File: src/rtl/cm_notif_tx_pkg.sv
// Shared constants, FSM encoding and frame payload type for the CM UART notification transmitter.
// The checksum feature is built with CM_TX_CHECKSUM_EN defined.
package cm_notif_tx_pkg;

    localparam int unsigned BYTE_W  = 8;
    localparam int unsigned CODE_W  = 4;
    localparam int unsigned NUM_SRC = 3;

    // Slot indices inside the per-source vectors
    localparam int unsigned SLOT_CFG = 0;
    localparam int unsigned SLOT_ERR = 1;
    localparam int unsigned SLOT_VGA = 2;

    localparam logic [1:0] HDR_MARK = 2'b10;
    localparam logic [1:0] ID_CFG   = 2'b01;
    localparam logic [1:0] ID_ERR   = 2'b10;
    localparam logic [1:0] ID_VGA   = 2'b11;

    typedef enum logic [1:0] {
        ST_IDLE = 2'd0,
        ST_HDR  = 2'd1,
        ST_PAY  = 2'd2,
        ST_CHK  = 2'd3
    } tx_state_e;

    typedef struct packed {
        logic [1:0]        id;
        logic              ovf;
        logic [CODE_W-1:0] code;
    } frame_t;

    function automatic logic [BYTE_W-1:0] hdr_byte(input frame_t f);
        return {HDR_MARK, f.id, f.ovf, 3'b000};
    endfunction

    function automatic logic [BYTE_W-1:0] pay_byte(input frame_t f);
        return {4'b0000, f.code};
    endfunction

endpackage

File: src/rtl/cm_notif_slot.sv
// One pending-event slot: holds the latest code of a source, its pending bit and an overwrite flag.
module cm_notif_slot
    import cm_notif_tx_pkg::*;
#(
    parameter int unsigned IN_W = 4
) (
    input  logic              clk,
    input  logic              rst_n,
    input  logic              strobe,
    input  logic [IN_W-1:0]   code_in,
    input  logic              consume,
    output logic              pending,
    output logic [CODE_W-1:0] code,
    output logic              ovf,
    output logic              overwrite_c
);

    // A strobe in the consume cycle starts a fresh event: the old one is being sent, not lost
    assign overwrite_c = strobe & pending & ~consume;

    always_ff @(posedge clk) begin
        if (rst_n) begin
            pending <= 1'b0;
            code    <= '0;
            ovf     <= 1'b0;
        end else if (strobe) begin
            pending <= 1'b1;
            code    <= CODE_W'(code_in);
            ovf     <= (ovf | pending) & ~consume;
        end else if (consume) begin
            pending <= 1'b0;
            ovf     <= 1'b0;
        end
    end

endmodule

File: src/rtl/cm_notif_tx.sv
// CM UART TX notifier: captures status strobes into slots, arbitrates and frames them into the TX FIFO.
// Define CM_TX_CHECKSUM_EN to append a header^payload checksum byte to every frame.
module cm_notif_tx
    import cm_notif_tx_pkg::*;
#(
    parameter int unsigned UART_DATA_WIDTH           = 8,
    parameter int unsigned CONFIG_NOTIFICATION_WIDTH = 4,
    parameter int unsigned CONFIG_ERROR_WIDTH        = 4,
    parameter int unsigned VGA_NOTIFICATION_WIDTH    = 4
) (
    input  logic                                 clk,
    input  logic                                 rst_n,
    input  logic [CONFIG_NOTIFICATION_WIDTH-1:0] Config_Notification,
    input  logic                                 Config_Notification_Valid,
    input  logic [CONFIG_ERROR_WIDTH-1:0]        Config_Error,
    input  logic                                 Error_Valid,
    input  logic [VGA_NOTIFICATION_WIDTH-1:0]    VGA_Notification,
    input  logic                                 VGA_Notification_Valid,
    input  logic                                 Full,
    output logic [UART_DATA_WIDTH-1:0]           TXD_Data,
    output logic                                 TXD_Wr,
    output logic                                 Tx_Busy,
    output logic                                 Tx_Overflow
);

    tx_state_e           state;
    tx_state_e           state_nxt;
    logic [NUM_SRC-1:0]  pend;
    logic [NUM_SRC-1:0]  slot_ovf;
    logic [NUM_SRC-1:0]  overwrite;
    logic [NUM_SRC-1:0]  consume;
    logic [CODE_W-1:0]   slot_code [NUM_SRC];
    frame_t              frame;
    frame_t              winner;
    logic                load;
    logic [BYTE_W-1:0]   data_q;
    logic [BYTE_W-1:0]   data_nxt;

    cm_notif_slot #(.IN_W(CONFIG_NOTIFICATION_WIDTH)) u_slot_cfg (
        .clk         (clk),
        .rst_n       (rst_n),
        .strobe      (Config_Notification_Valid),
        .code_in     (Config_Notification),
        .consume     (consume[SLOT_CFG]),
        .pending     (pend[SLOT_CFG]),
        .code        (slot_code[SLOT_CFG]),
        .ovf         (slot_ovf[SLOT_CFG]),
        .overwrite_c (overwrite[SLOT_CFG])
    );

    cm_notif_slot #(.IN_W(CONFIG_ERROR_WIDTH)) u_slot_err (
        .clk         (clk),
        .rst_n       (rst_n),
        .strobe      (Error_Valid),
        .code_in     (Config_Error),
        .consume     (consume[SLOT_ERR]),
        .pending     (pend[SLOT_ERR]),
        .code        (slot_code[SLOT_ERR]),
        .ovf         (slot_ovf[SLOT_ERR]),
        .overwrite_c (overwrite[SLOT_ERR])
    );

    cm_notif_slot #(.IN_W(VGA_NOTIFICATION_WIDTH)) u_slot_vga (
        .clk         (clk),
        .rst_n       (rst_n),
        .strobe      (VGA_Notification_Valid),
        .code_in     (VGA_Notification),
        .consume     (consume[SLOT_VGA]),
        .pending     (pend[SLOT_VGA]),
        .code        (slot_code[SLOT_VGA]),
        .ovf         (slot_ovf[SLOT_VGA]),
        .overwrite_c (overwrite[SLOT_VGA])
    );

    always_ff @(posedge clk) begin
        if (rst_n) begin
            state <= ST_IDLE;
        end else begin
            state <= state_nxt;
        end
    end

    always_comb begin
        state_nxt = state;
        case (state)
            ST_IDLE: if (|pend) state_nxt = ST_HDR;
            ST_HDR:  if (!Full) state_nxt = ST_PAY;
`ifdef CM_TX_CHECKSUM_EN
            ST_PAY:  if (!Full) state_nxt = ST_CHK;
`else
            ST_PAY:  if (!Full) state_nxt = ST_IDLE;
`endif
            ST_CHK:  if (!Full) state_nxt = ST_IDLE;
            default: state_nxt = ST_IDLE;
        endcase
    end

    // Arbitration, write strobe and the next byte to present; reset silences everything at once
    always_comb begin
        TXD_Wr   = 1'b0;
        Tx_Busy  = |pend;
        consume  = '0;
        load     = 1'b0;
        winner   = '0;
        data_nxt = data_q;
        case (state)
            ST_IDLE: begin
                if (|pend) begin
                    load = 1'b1;
                    if (pend[SLOT_ERR]) begin
                        winner.id         = ID_ERR;
                        winner.ovf        = slot_ovf[SLOT_ERR];
                        winner.code       = slot_code[SLOT_ERR];
                        consume[SLOT_ERR] = 1'b1;
                    end else if (pend[SLOT_CFG]) begin
                        winner.id         = ID_CFG;
                        winner.ovf        = slot_ovf[SLOT_CFG];
                        winner.code       = slot_code[SLOT_CFG];
                        consume[SLOT_CFG] = 1'b1;
                    end else begin
                        winner.id         = ID_VGA;
                        winner.ovf        = slot_ovf[SLOT_VGA];
                        winner.code       = slot_code[SLOT_VGA];
                        consume[SLOT_VGA] = 1'b1;
                    end
                    data_nxt = hdr_byte(winner);
                end
            end
            ST_HDR: begin
                Tx_Busy = 1'b1;
                TXD_Wr  = !Full;
                if (!Full) data_nxt = pay_byte(frame);
            end
            ST_PAY: begin
                Tx_Busy = 1'b1;
                TXD_Wr  = !Full;
`ifdef CM_TX_CHECKSUM_EN
                if (!Full) data_nxt = hdr_byte(frame) ^ pay_byte(frame);
`else
                if (!Full) data_nxt = '0;
`endif
            end
            ST_CHK: begin
                Tx_Busy = 1'b1;
                TXD_Wr  = !Full;
                if (!Full) data_nxt = '0;
            end
            default: ;
        endcase
        if (rst_n) begin
            TXD_Wr  = 1'b0;
            Tx_Busy = 1'b0;
            consume = '0;
            load    = 1'b0;
        end
    end

    always_ff @(posedge clk) begin
        if (rst_n) begin
            data_q      <= '0;
            frame       <= '0;
            Tx_Overflow <= 1'b0;
        end else begin
            data_q      <= data_nxt;
            Tx_Overflow <= Tx_Overflow | (|overwrite);
            if (load) frame <= winner;
        end
    end

    assign TXD_Data = UART_DATA_WIDTH'(data_q);

endmodule
File: config.mk
export PLATFORM = sky130hd
export DESIGN_NAME = cm_notif_tx
export DESIGN_NICKNAME = d
export VERILOG_FILES = /design/src/rtl/cm_notif_tx_pkg.sv /design/src/rtl/cm_notif_slot.sv /design/src/rtl/cm_notif_tx.sv
export SDC_FILE = /design/constraint.sdc
export NUM_CORES = 1
export LEC_CHECK = 0
export ABC_AREA = 1
export BUFFER_PORTS_ARGS = -buffer_cell sky130_fd_sc_hd__buf_4
export CAP_MARGIN = 10
export CORE_MARGIN = 4
export CORE_UTILIZATION = 30
export DETAILED_ROUTE_END_ITERATION = 6
export SETUP_SLACK_MARGIN = 0.3
export SLEW_MARGIN = 5
export SYNTH_ARGS = -nofsm -noshare
export SYNTH_HDL_FRONTEND = slang
export SYNTH_SLANG_ARGS = --single-unit
File: constraint.sdc
create_clock -name clk -period 2.24 [get_ports clk]
set_clock_uncertainty 0.15 [all_clocks]
set_input_delay 0.112 -clock clk [delete_from_list [all_inputs] [get_ports clk]]
set_output_delay 0.112 -clock clk [all_outputs]
set_load 0.005 [all_outputs]
**Word level (Yosys, flattened, before mapping)**

Cells that the tools add are included.

- Muxes and demuxes: 36
- Bitwise operators: 16
- Equality and inequality tests: 6
- Reductions and logical operators: 10

Operators with widths:

| cell | count |
|---|---|
| $mux 8 | 3 |
| $pmux 8 s3 | 1 |
| $mux 1 | 21 |
| $mux 7 | 2 |
| $and 1x1->1 | 9 |
| $mux 3 | 3 |
| $reduce_or 3->1 | 3 |
| $mux 4 | 2 |
| $mux 2 | 3 |
| $ne 2x2->1 const B | 3 |
| $pmux 2 s3 | 1 |
| $reduce_bool 2->1 | 3 |
| $eq 2x2->1 const B | 2 |
| $or 1x1->1 | 4 |
| $not 1->1 | 3 |
| $reduce_and 3->1 | 1 |
| $eq 2x1->1 const B | 1 |
| $logic_not 2->1 | 1 |
| $reduce_or 2->1 | 1 |
| $logic_not 1->1 | 1 |

- Output and inout bits: 11
- Register bits: 33
- Logic and storage cells: 81
- Bits of input ports: 18

**Depth between registers and ports, before layout**

Gate-level depths: netlist of run 1.

- Depth after elaboration: 9
- Gate-level depth with buffers: 9
- Gate-level depth less buffers: 8

**Cells and area by module**

A second synthesis of run 1 with hierarchy kept.

- Cell total of the unflattened synthesis: 187
- Area total of the unflattened synthesis: 1423.9 µm²

Modules (own cells, without submodules):

| module | seq. area each (µm²) | times used | cells an instance | area each (µm²) |
|---|---|---|---|---|
| cm_notif_tx | 260.2 | 1 | 97 | 763.2 |
| cm_notif_slot | 120.1 | 3 | 30 | 220.2 |

**Worst setup path after synthesis of run 1**

Ideal clock, no wire load.

- Path kind: register to register
- Start point: reg u_slot_err.pending
- End point: reg Tx_Overflow
- Clock period less this slack: 1.198 ns
- Buffers on the path: 1
- Arrival: 0.939 ns
- Setup time: 0.109 ns
- Required time: 1.981 ns
- Stages on the path, launching flop included: 10
- Slack: 1.042 ns
- Cells stage by stage: dfxtp_1 buf_6 inv_4 nand2_2 nor2_2 nand2_4 nand2_2 nand3_2 nand2_1 inv_1

- Longest elaborated chain between the ends: 8
- Elaborated cells on any way between the ends: 16
- Classes of those cells: mux: 6; bitwise: 8; reduce/logical: 2

RTL lines:

| what | RTL line | text |
|---|---|---|
| start: declaration | cm_notif_slot.sv:12 | `output logic pending,` |
| start signal: assignment | cm_notif_slot.sv:23 | `pending <= 1'b0;` |
| start signal: assignment | cm_notif_slot.sv:27 | `pending <= 1'b1;` |
| start signal: assignment | cm_notif_slot.sv:31 | `pending <= 1'b0;` |
| $reduce_or 3->1 / $mux 1 (equally long branches) | cm_notif_tx.sv:108, cm_notif_tx.sv:110 |  |
| $mux 3 | cm_notif_tx.sv:108 | `if (\|pend) begin` |
| $mux 3 | cm_notif_tx.sv:106 | `case (state)` |
| $mux 3 | cm_notif_tx.sv:150 | `if (rst_n) begin` |
| $not 1->1 | cm_notif_slot.sv:19 | `assign overwrite_c = strobe & pending & ~consume;` |
| $and 1x1->1 | cm_notif_slot.sv:19 |  |
| $reduce_or 3->1 (*) | cm_notif_tx.sv:165 | `Tx_Overflow <= Tx_Overflow \| (\|overwrite);` |
| $or 1x1->1 (*) | cm_notif_tx.sv:165 |  |
| end signal: assignment | cm_notif_tx.sv:165 |  |
| end: declaration | cm_notif_tx.sv:23 | `output logic Tx_Overflow` |

Mark *: on every way between the ends. The rest lies on a longest branch, timed or not.
A chain may end at the register's enable or synchronous reset.

==> qor.yml, run 1 <==
initialDrtViolationCount: 47
crit_fanout: 17
drive_above_1_share_pct: 26.4
slew_viol_final: 0
slew_headroom_pct: 62.6
synth_edf_count: 0
syn_to_final_growth_pct: 42.7
yosysWarnings: 0
die_h_um: 74.8
yosys.area.top_type_share_pct: 46.4
cts_tree: "yes"
synthesis.area_mm2: 0.00134
fin_setup_tns_ns: 0
clkSinkCount: 31
pre_cts_slack_ns: 0.769
first_global_vias: 1260
core_area_mm2: 0.00432
num-fill-cells: 464
cp_cell_sequence: "dlygate4sd3_1, buf_4, inv_6, buf_4, o21ai_1, nor2_1, dlygate4sd3_1"
worst_slew_pin_slew_ns: 0.560
port_buffers: 27
cts_setup_buffers: 0
numCtsBuffers: 5
wl_per_cell_um: 10.9
slowest_delay_ns: 0.56
synth_area_leaders: "dfxtp_1 (46%), nand2_1 (11%), nor2_1 (8.1%)"
hold_viol_final: 0
fin_ws_ns: 0.422
post-route-min-period_ns: 1.82
synthArstFlopShare_pct: 0
antennaDiodeCount: 0
cts.htree.levels: 2
maxCapViolCount: 0
hpwl_mm: 2.24
fmax_mhz: 550
ios: 29
worstHoldPathType: "reg2reg"
ys_seq_area_share_pct: 46.4
drc_errors: 0
synth_top_family_by_area: "simple AND/OR/NAND/NOR gates"
grt_pass1_wl_mm: 5.59
seq_area_um2: 621
report.final.setup_viol: 0
clock_path_buffers: 2
cpMaxStageDelayCell: "dlygate4sd3_1"
synth_compound_area_share_pct: 12.9
syn_inst: 181
synth_top_area_cell: "dfxtp_1"
wirelength_mm: 3.11
overflow: 0
ant_nets: 0
crit_type: "in2reg"
nets: 253
path_clk_slew_ns: 0.06
rows: 24
grtUsageTotal_pct: 13.2
crit_family: "buffers and inverters"
ys_ff_latch: 31
syn_nets: 199
routabilityCongestion: 0.770
dr_total_vias: 1272
syn_area_per_cell_um2: 7.40
synthAdderAreaFrac_pct: 0
crit_path_start_kind: "primary input"
synth.most_common_cell: "nand2_1"
vias_per_cell: 4.43
firstDrtPassIters: 4
synthTopCellsByCount: "nand2_1 (40), dfxtp_1 (31), nor2_1 (29), o21ai_1 (17), inv_2 (11)"
rsz0062_at_grt: "no"
arrival_ns: 1.89
synthSimpleGateAreaFrac_pct: 31.4
die_w_um: 74.8
ir_drop_mv: 0.308
synthDistinctLibCells: 23
antenna_found_initial: 0
muxShareOfSynthArea_pct: 0
power.density_mw_per_mm2: 706
synth_xor_area_share_pct: 0
synth-main-ff-cell: "dfxtp_1"
power.leakage_uw: 0.000899
path_buf_inv: 5
multi_input_area_um2: 597
status: "completed"
ctsRootBufferMaster: "clkbuf_8"
worstSkewPairLatency_ns: 0.28
start_util_pct: 31.0
dieArea_mm2: 0.00560
post-route-period-util_pct: 81.2
cp-end-kind: "register"
grt_max_degree: 18
cp_data_required_time_ns: 2.31
-- final cells by class --
type                    instances  share of cell area [%]
inverters                      19                    4.19
clock buffers                   6                    4.32
repair buffers                 53                    24.1
well taps                      52                    3.41
multi-input cells             125                    31.2
flip-flops and latches         31                    32.5
clock inverters                 1                   0.262
-- repair_timing --
action / CTS / global route
hold buffers: 25 / 0
endpoints found under the setup margin: 0 / 8
endpoints found under the hold margin: 17 / 0
gates resized for setup: 0 / 3
-- stage by stage --
stage          total power, uW  area [um2]  util [%]  cells  hold WS, ns
2_1_floorplan              803        1340         -    181       0.0311
3_3_place_gp               886        1570      36.3    255        0.182
3_5_place_dp               888        1570      36.3    255        0.191
4_1_cts                   1360        1910      44.1    287        0.326
5_1_grt                   1430        1910      44.2    287        0.350
6_report                  1350        1910      44.2    287        0.323
-- registers in the layout (all words and copies together), names as in the netlist --
| signal | cells |
|---|---|
| u_slot_cfg.ovf | 1 |
| state | 2 |
| TXD_Data | 6 |
| u_slot_err.pending | 1 |
| u_slot_vga.code | 4 |
| u_slot_err.code | 4 |
| u_slot_cfg.code | 4 |
| u_slot_err.ovf | 1 |
| frame | 4 |
| Tx_Overflow | 1 |
| u_slot_vga.pending | 1 |
| u_slot_vga.ovf | 1 |
| u_slot_cfg.pending | 1 |
-- cells in the final DEF, fill, tap and decap left out, drive strengths merged --
master and instances:
conb 1, clkbuf 6, dlygate4sd3 25, nor2 33, nand3 11, dfxtp 31, o31ai 1, o21ai 17
a21oi 6, clkinv 2, o22ai 7, and3 1, inv 18, buf 28, nand2 48
-- worst min-delay path, cell delays in order, from the launching register on --
cell and delay, ns:
dfxtp_1 0.29, nand2_1 0.08, o21ai_1 0.05
-- logic make-up (layout without fill, tap and decap cells) --
kind of cell | Yosys count | after routing
buffers and inverters | 25 | 79
other | 1 | 1
DFF | 31 | 31
and+or+nand+nor | 93 | 93
AOI/OAI and AO/OA | 31 | 31
-- metal layers --
metal  routed length (um)  part of all wire (%)  global-route usage, %  up-vias
met5                    0                     0                      0        -
met4                   44                   1.4                   4.15        0
met3                  194                   6.2                   5.34        5
met2                 1410                    45                   20.9       32
met1                 1460                    47                   16.4      553
li1                     -                     -                      -      682
-- path summary, 6_finish.rpt --
path                                        start                         endpoint  slack (ns)  cells past startpoint
setup / recovery                            rst_n  u_slot_cfg.code[0]$_SDFFE_PP0P_        0.42                      7
hold / removal              frame[0]$_SDFFE_PP0P_            frame[0]$_SDFFE_PP0P_        0.32                      2
setup reg to reg  u_slot_err.pending$_SDFFE_PP0P_         TXD_Data[4]$_SDFFE_PP0P_        0.76                      5
hold reg to reg             frame[0]$_SDFFE_PP0P_            frame[0]$_SDFFE_PP0P_        0.32                      2
-- power by group --
part,switching (uW),leakage (uW),internal [uW]
clock network,195,0.0000470,240
logic,140,0.000596,136
registers,37.3,0.000256,599
total,373,0.000899,975
(Power assumes the default switching activity.)
==> inputs of run 2 (changes only) <==
==> constraint.sdc (replaced) <==
create_clock -name clk -period 1.75 [get_ports clk]
set_clock_uncertainty 0.15 [all_clocks]
set_input_delay 0.0875 -clock clk [delete_from_list [all_inputs] [get_ports clk]]
set_output_delay 0.0875 -clock clk [all_outputs]
set_load 0.005 [all_outputs]
==> qor.yml, run 2 (synthesized netlist as in run 1, its figures left out) <==
status: "complete, but fails checks"
failed_checks: "negative hold slack"
whs_ns: -0.0646
post-route-min-period_ns: 1.42
largest_register_ffs: 6
grtUsageTotal_pct: 13.2
ir_drop_mv: 0.450
reg2reg_from: "u_slot_vga.code[1]$_SDFFE_PP0P_"
path_clk_slew_ns: 0.06
dp_cells: 255
die_h_um: 74.8
ctsRootBufferMaster: "clkbuf_8"
drive_above_1_share_pct: 35.6
cp-end-kind: "register"
grt_pass1_wl_mm: 5.60
fmax_mhz: 702
routabilityCongestion: 0.785
firstDrtPassIters: 4
ios: 29
grt_max_degree: 18
overflow: 0
hold_depth: 3
fin_area_mm2: 0.00192
worstSkewPairLatency_ns: 0.28
slowest_delay_ns: 0.54
rows: 24
nets: 250
reg2reg_depth: 3
clkSinkCount: 31
worstHoldPathType: "in2reg"
fin_setup_tns_ns: 0
min_from: "VGA_Notification_Valid"
wl_per_cell_um: 11.2
syn_to_final_growth_pct: 43.7
post-route-period-util_pct: 81.4
port_buffers: 27
critPathLaunch: "VGA_Notification[1]"
slew_viol_final: 0
power.leakage_uw: 0.000900
ant_nets: 0
total_power_uw: 1710
power.density_mw_per_mm2: 891
hold_viol_final: 7
report.final.setup_viol: 0
crit_fanout: 1
timing.rr.end: "u_slot_vga.code[1]$_SDFFE_PP0P_"
maxCapViolCount: 0
crit_type: "in2reg"
numCtsBuffers: 5
cp_cell_sequence: "dlygate4sd3_1, buf_4, nor2_2, nor2_1, dlygate4sd3_1"
core_area_mm2: 0.00432
clock_path_buffers: 2
final_common_cell: "nand2_1"
antenna_found_initial: 0
cts.htree.levels: 2
wirelength_mm: 3.18
dr_total_vias: 1295
cts_tree: "yes"
die_w_um: 74.8
initialDrtViolationCount: 53
cp_data_required_time_ns: 1.77
start_util_pct: 31.0
hpwl_mm: 2.24
rsz0062_at_grt: "yes"
first_global_vias: 1299
dieArea_mm2: 0.00560
layout_common_cells: "nand2_1 (38), buf_4 (30), dfxtp_1 (27)"
arrival_ns: 1.44
stdcell_count: 285
placed_cell_area_mm2: 0.00157
antennaDiodeCount: 0
cpMostUsedCell: "dlygate4sd3_1"
cpMaxStageDelayCell: "dlygate4sd3_1"
vias_per_cell: 4.54
drc_errors: 0
r2r_slack_ns: 0.44
crit_path_start_kind: "primary input"
hold_path_end: "u_slot_vga.code[0]$_SDFFE_PP0P_"
run 2: changes by cell type in the layout (fill, tap and decap cells not counted), moves of 4 or more:
cell | before | now
dfxtp_1 | 31 | 27
dlygate4sd3_1 | 25 | 17
nor2_1 | 29 | 17
nor2_2 | 1 | 12
run 2: metal layers:
metal	track usage, %	wire length [um]
met5	0	0
met4	5.34	27
met3	4.01	176
met2	20.5	1430
met1	17.2	1540
run 2: metrics by stage:
stage	utilization, %	hold slack (ns)	setup WS, ns
6_report	44.5	-0.0646	0.325
5_1_grt	44.5	0.00302	0.271
4_1_cts	44.7	0.0259	0.320
3_5_place_dp	36.3	0.166	0.299
3_3_place_gp	36.3	0.160	0.315
2_1_floorplan	-	0.00657	0.552
run 2: final cells by class:
type,instances,area [um2]
flip-flops and latches,31,631
clock inverters,1,5.00
fillers,469,2400
inverters,19,75.1
repair buffers,50,432
multi-input cells,125,641
well taps,52,65.1
clock buffers,7,76.3
run 2: where the power goes:
part	internal (uW)	leakage [uW]	switching (uW)
clock	278	0.0000422	249
sequential	770	0.000258	46.4
combinational	177	0.000600	194
run 2: critical path: cells and delay by family:
| family | cells | cell delay, ns |
|---|---|---|
| and+or+nand+nor | 2 | 0.14 |
| buffers and inverters | 3 | 1.22 |
run 2: worst max-delay path by stage:
stage / end / slack (ns) / cells past startpoint
4_1_cts: Tx_Busy / 0.32 / 5
3_3_place_gp: TXD_Data[4]$_SDFFE_PP0P_ / 0.32 / 5
5_1_grt: TXD_Wr / 0.27 / 5
2_1_floorplan: Tx_Overflow$_SDFF_PP0_ / 0.55 / 9
3_5_place_dp: TXD_Data[4]$_SDFFE_PP0P_ / 0.30 / 5
6_report: u_slot_vga.code[1]$_SDFFE_PP0P_ / 0.33 / 5
run 2: repair_timing:
| item | CTS | global route |
|---|---|---|
| pin swaps | 1 | 0 |
| hold endpoints to repair | 17 | 1 |
| buffers inserted | 1 | 2 |
| gates resized for setup | 7 | 18 |
| hold buffers | 26 | 1 |
| setup endpoints to repair | 5 | 14 |
==> inputs of run 3 (changes only) <==
==> constraint.sdc (replaced) <==
create_clock -name clk -period 1.3 [get_ports clk]
set_clock_uncertainty 0.15 [all_clocks]
set_input_delay 0.065 -clock clk [delete_from_list [all_inputs] [get_ports clk]]
set_output_delay 0.065 -clock clk [all_outputs]
set_load 0.005 [all_outputs]
==> qor.yml, run 3 (synthesized netlist as in run 1, its figures left out) <==
p_int_uw: 1810
cp-end-kind: "register"
crit_path_start_kind: "register"
die_w_um: 74.8
slew_viol_final: 0
post-route-min-period_ns: 1.34
hold_viol_final: 0
num-fill-cells: 448
path_clk_slew_ns: 0.06
power.share.switching_pct: 30.1
report.final.setup_viol: 12
fin_ws_ns: -0.0444
status: "complete, but fails checks"
first_global_vias: 1407
overflow: 0
antenna_found_initial: 0
dp_cells: 257
p_switching_uw: 780
syn_to_final_growth_pct: 69.6
pre_cts_slack_ns: 0.0858
rsz0062_at_grt: "yes"
dr_total_vias: 1409
r2r_slack_ns: -0.04
antennaDiodeCount: 0
largest_register_ffs: 6
seq_area_um2: 637
rows: 24
failed_checks: "negative setup slack"
hold_path_end: "u_slot_vga.ovf$_SDFFE_PP0P_"
clock_path_buffers: 2
ir_drop_mv: 0.740
p_comb_share_pct: 30.9
ios: 29
power.leakage_uw: 0.00106
ctsRootBufferMaster: "clkbuf_8"
vias_per_cell: 4.63
cts_tree: "yes"
numCtsBuffers: 5
port_buffers: 27
total_power_uw: 2590
clockPowerShare_pct: 26.6
start_util_pct: 31.0
maxCapViolCount: 0
cp_data_required_time_ns: 1.31
drive_above_1_share_pct: 44.8
crit_fanout: 5
grt_max_degree: 14
core_area_mm2: 0.00432
drc_errors: 0
reg2reg_from: "u_slot_cfg.pending$_SDFFE_PP0P_"
die_h_um: 74.8
routabilityCongestion: 0.769
sequentialPowerShare_pct: 42.4
hold_depth: 5
worstSkewPairLatency_ns: 0.27
ant_nets: 0
timing.rr.end: "TXD_Data[3]$_SDFFE_PP0P_"
grt_pass1_wl_mm: 6.37
dieArea_mm2: 0.00560
reg2reg_depth: 8
cts.htree.levels: 2
firstDrtPassIters: 4
power.density_mw_per_mm2: 1140
stdcell_count: 304
grtUsageTotal_pct: 15.1
hpwl_mm: 2.33
wirelength_mm: 3.97
placed_cell_area_mm2: 0.00162
post-route-period-util_pct: 103
wl_per_cell_um: 13.1
crit_type: "reg2reg"
final_common_cell: "buf_4"
layout_common_cells: "buf_4 (39), nand2_1 (29), nor2_1 (27)"
fin_area_mm2: 0.00227
worstHoldPathType: "in2reg"
multi_input_area_um2: 767
fmax_mhz: 744
min_from: "VGA_Notification_Valid"
nets: 270
initialDrtViolationCount: 53
clkSinkCount: 31
arrival_ns: 1.36
-- run 3: cell types whose count changed in the layout (fill, tap and decap cells not counted), moves of 4 or more --
| cell | delta |
|---|---|
| buf_4 | +9 |
| nand2_1 | -9 |
| buf_6 | +8 |
| o22ai_1 | -5 |
| nand2_4 | +5 |
| nor2_1 | +10 |
| o22ai_2 | +5 |
| inv_2 | -4 |
| inv_4 | +4 |
| nor2_2 | -10 |
-- run 3: what timing repair did --
action	in CTS	in global routing
setup endpoints to repair	21	31
setup buffers	13	6
hold endpoints to repair	17	2
gates cloned	0	0
hold buffers	21	1
gates resized for setup	33	28
pin swaps	15	18
-- run 3: worst max path at each step --
stage | endpoint | cells after the start | from
2_1_floorplan | Tx_Overflow$_SDFF_PP0_ | 9 | u_slot_err.pending$_SDFFE_PP0P_
3_3_place_gp | Tx_Busy | 5 | u_slot_err.pending$_SDFFE_PP0P_
3_5_place_dp | frame[1]$_SDFFE_PP0P_ | 6 | u_slot_err.pending$_SDFFE_PP0P_
4_1_cts | Tx_Busy | 5 | u_slot_err.pending$_SDFFE_PP0P_
5_1_grt | Tx_Busy | 5 | u_slot_cfg.pending$_SDFFE_PP0P_
6_report | TXD_Data[3]$_SDFFE_PP0P_ | 8 | u_slot_cfg.pending$_SDFFE_PP0P_
-- run 3: metrics by stage --
stage / hold WS, ns / utilization, % / setup TNS [ns]
finish: 0.0150 / 52.5 / -0.215
global route: 0.0211 / 52.5 / -0.841
detailed placement: 0.142 / 37.4 / 0
floorplan: -0.0233 / - / 0
global placement: 0.138 / 37.4 / 0
CTS: -0.000591 / 49.6 / -0.0738
-- run 3: critical path, cell delays in order (launching register included) --
cell and delay, ns:
dfxtp_4 0.36, nor2_4 0.15, nand2_4 0.06, buf_4 0.13, buf_6 0.13, nand2_8 0.10
nand3_2 0.06, nand2_1 0.06, a21oi_1 0.04
-- run 3: power groups by stage --
stage | Clock [uW] | Sequential [uW] | Combinational [uW]
finish | 690 | 1100 | 800
global route | 761 | 1110 | 866
CTS | 710 | 1090 | 710
detailed placement | 0 | 1120 | 444
global placement | 0 | 1120 | 446
floorplan | 0 | 1110 | 303
-- run 3: routing by layer --
metal	global-route usage, %	share of wire [%]
met1	18.4	44
met2	25.1	50
met3	4.54	4.8
met4	6.13	1.1
met5	0	0
-- run 3: cell type report --
cell class              instances  area share (%)
multi-input cells             125            33.8
repair buffers                 70            27.7
inverters                      19            4.24
flip-flops and latches         31            28.0
well taps                      52            2.87
clock buffers                   7            3.36
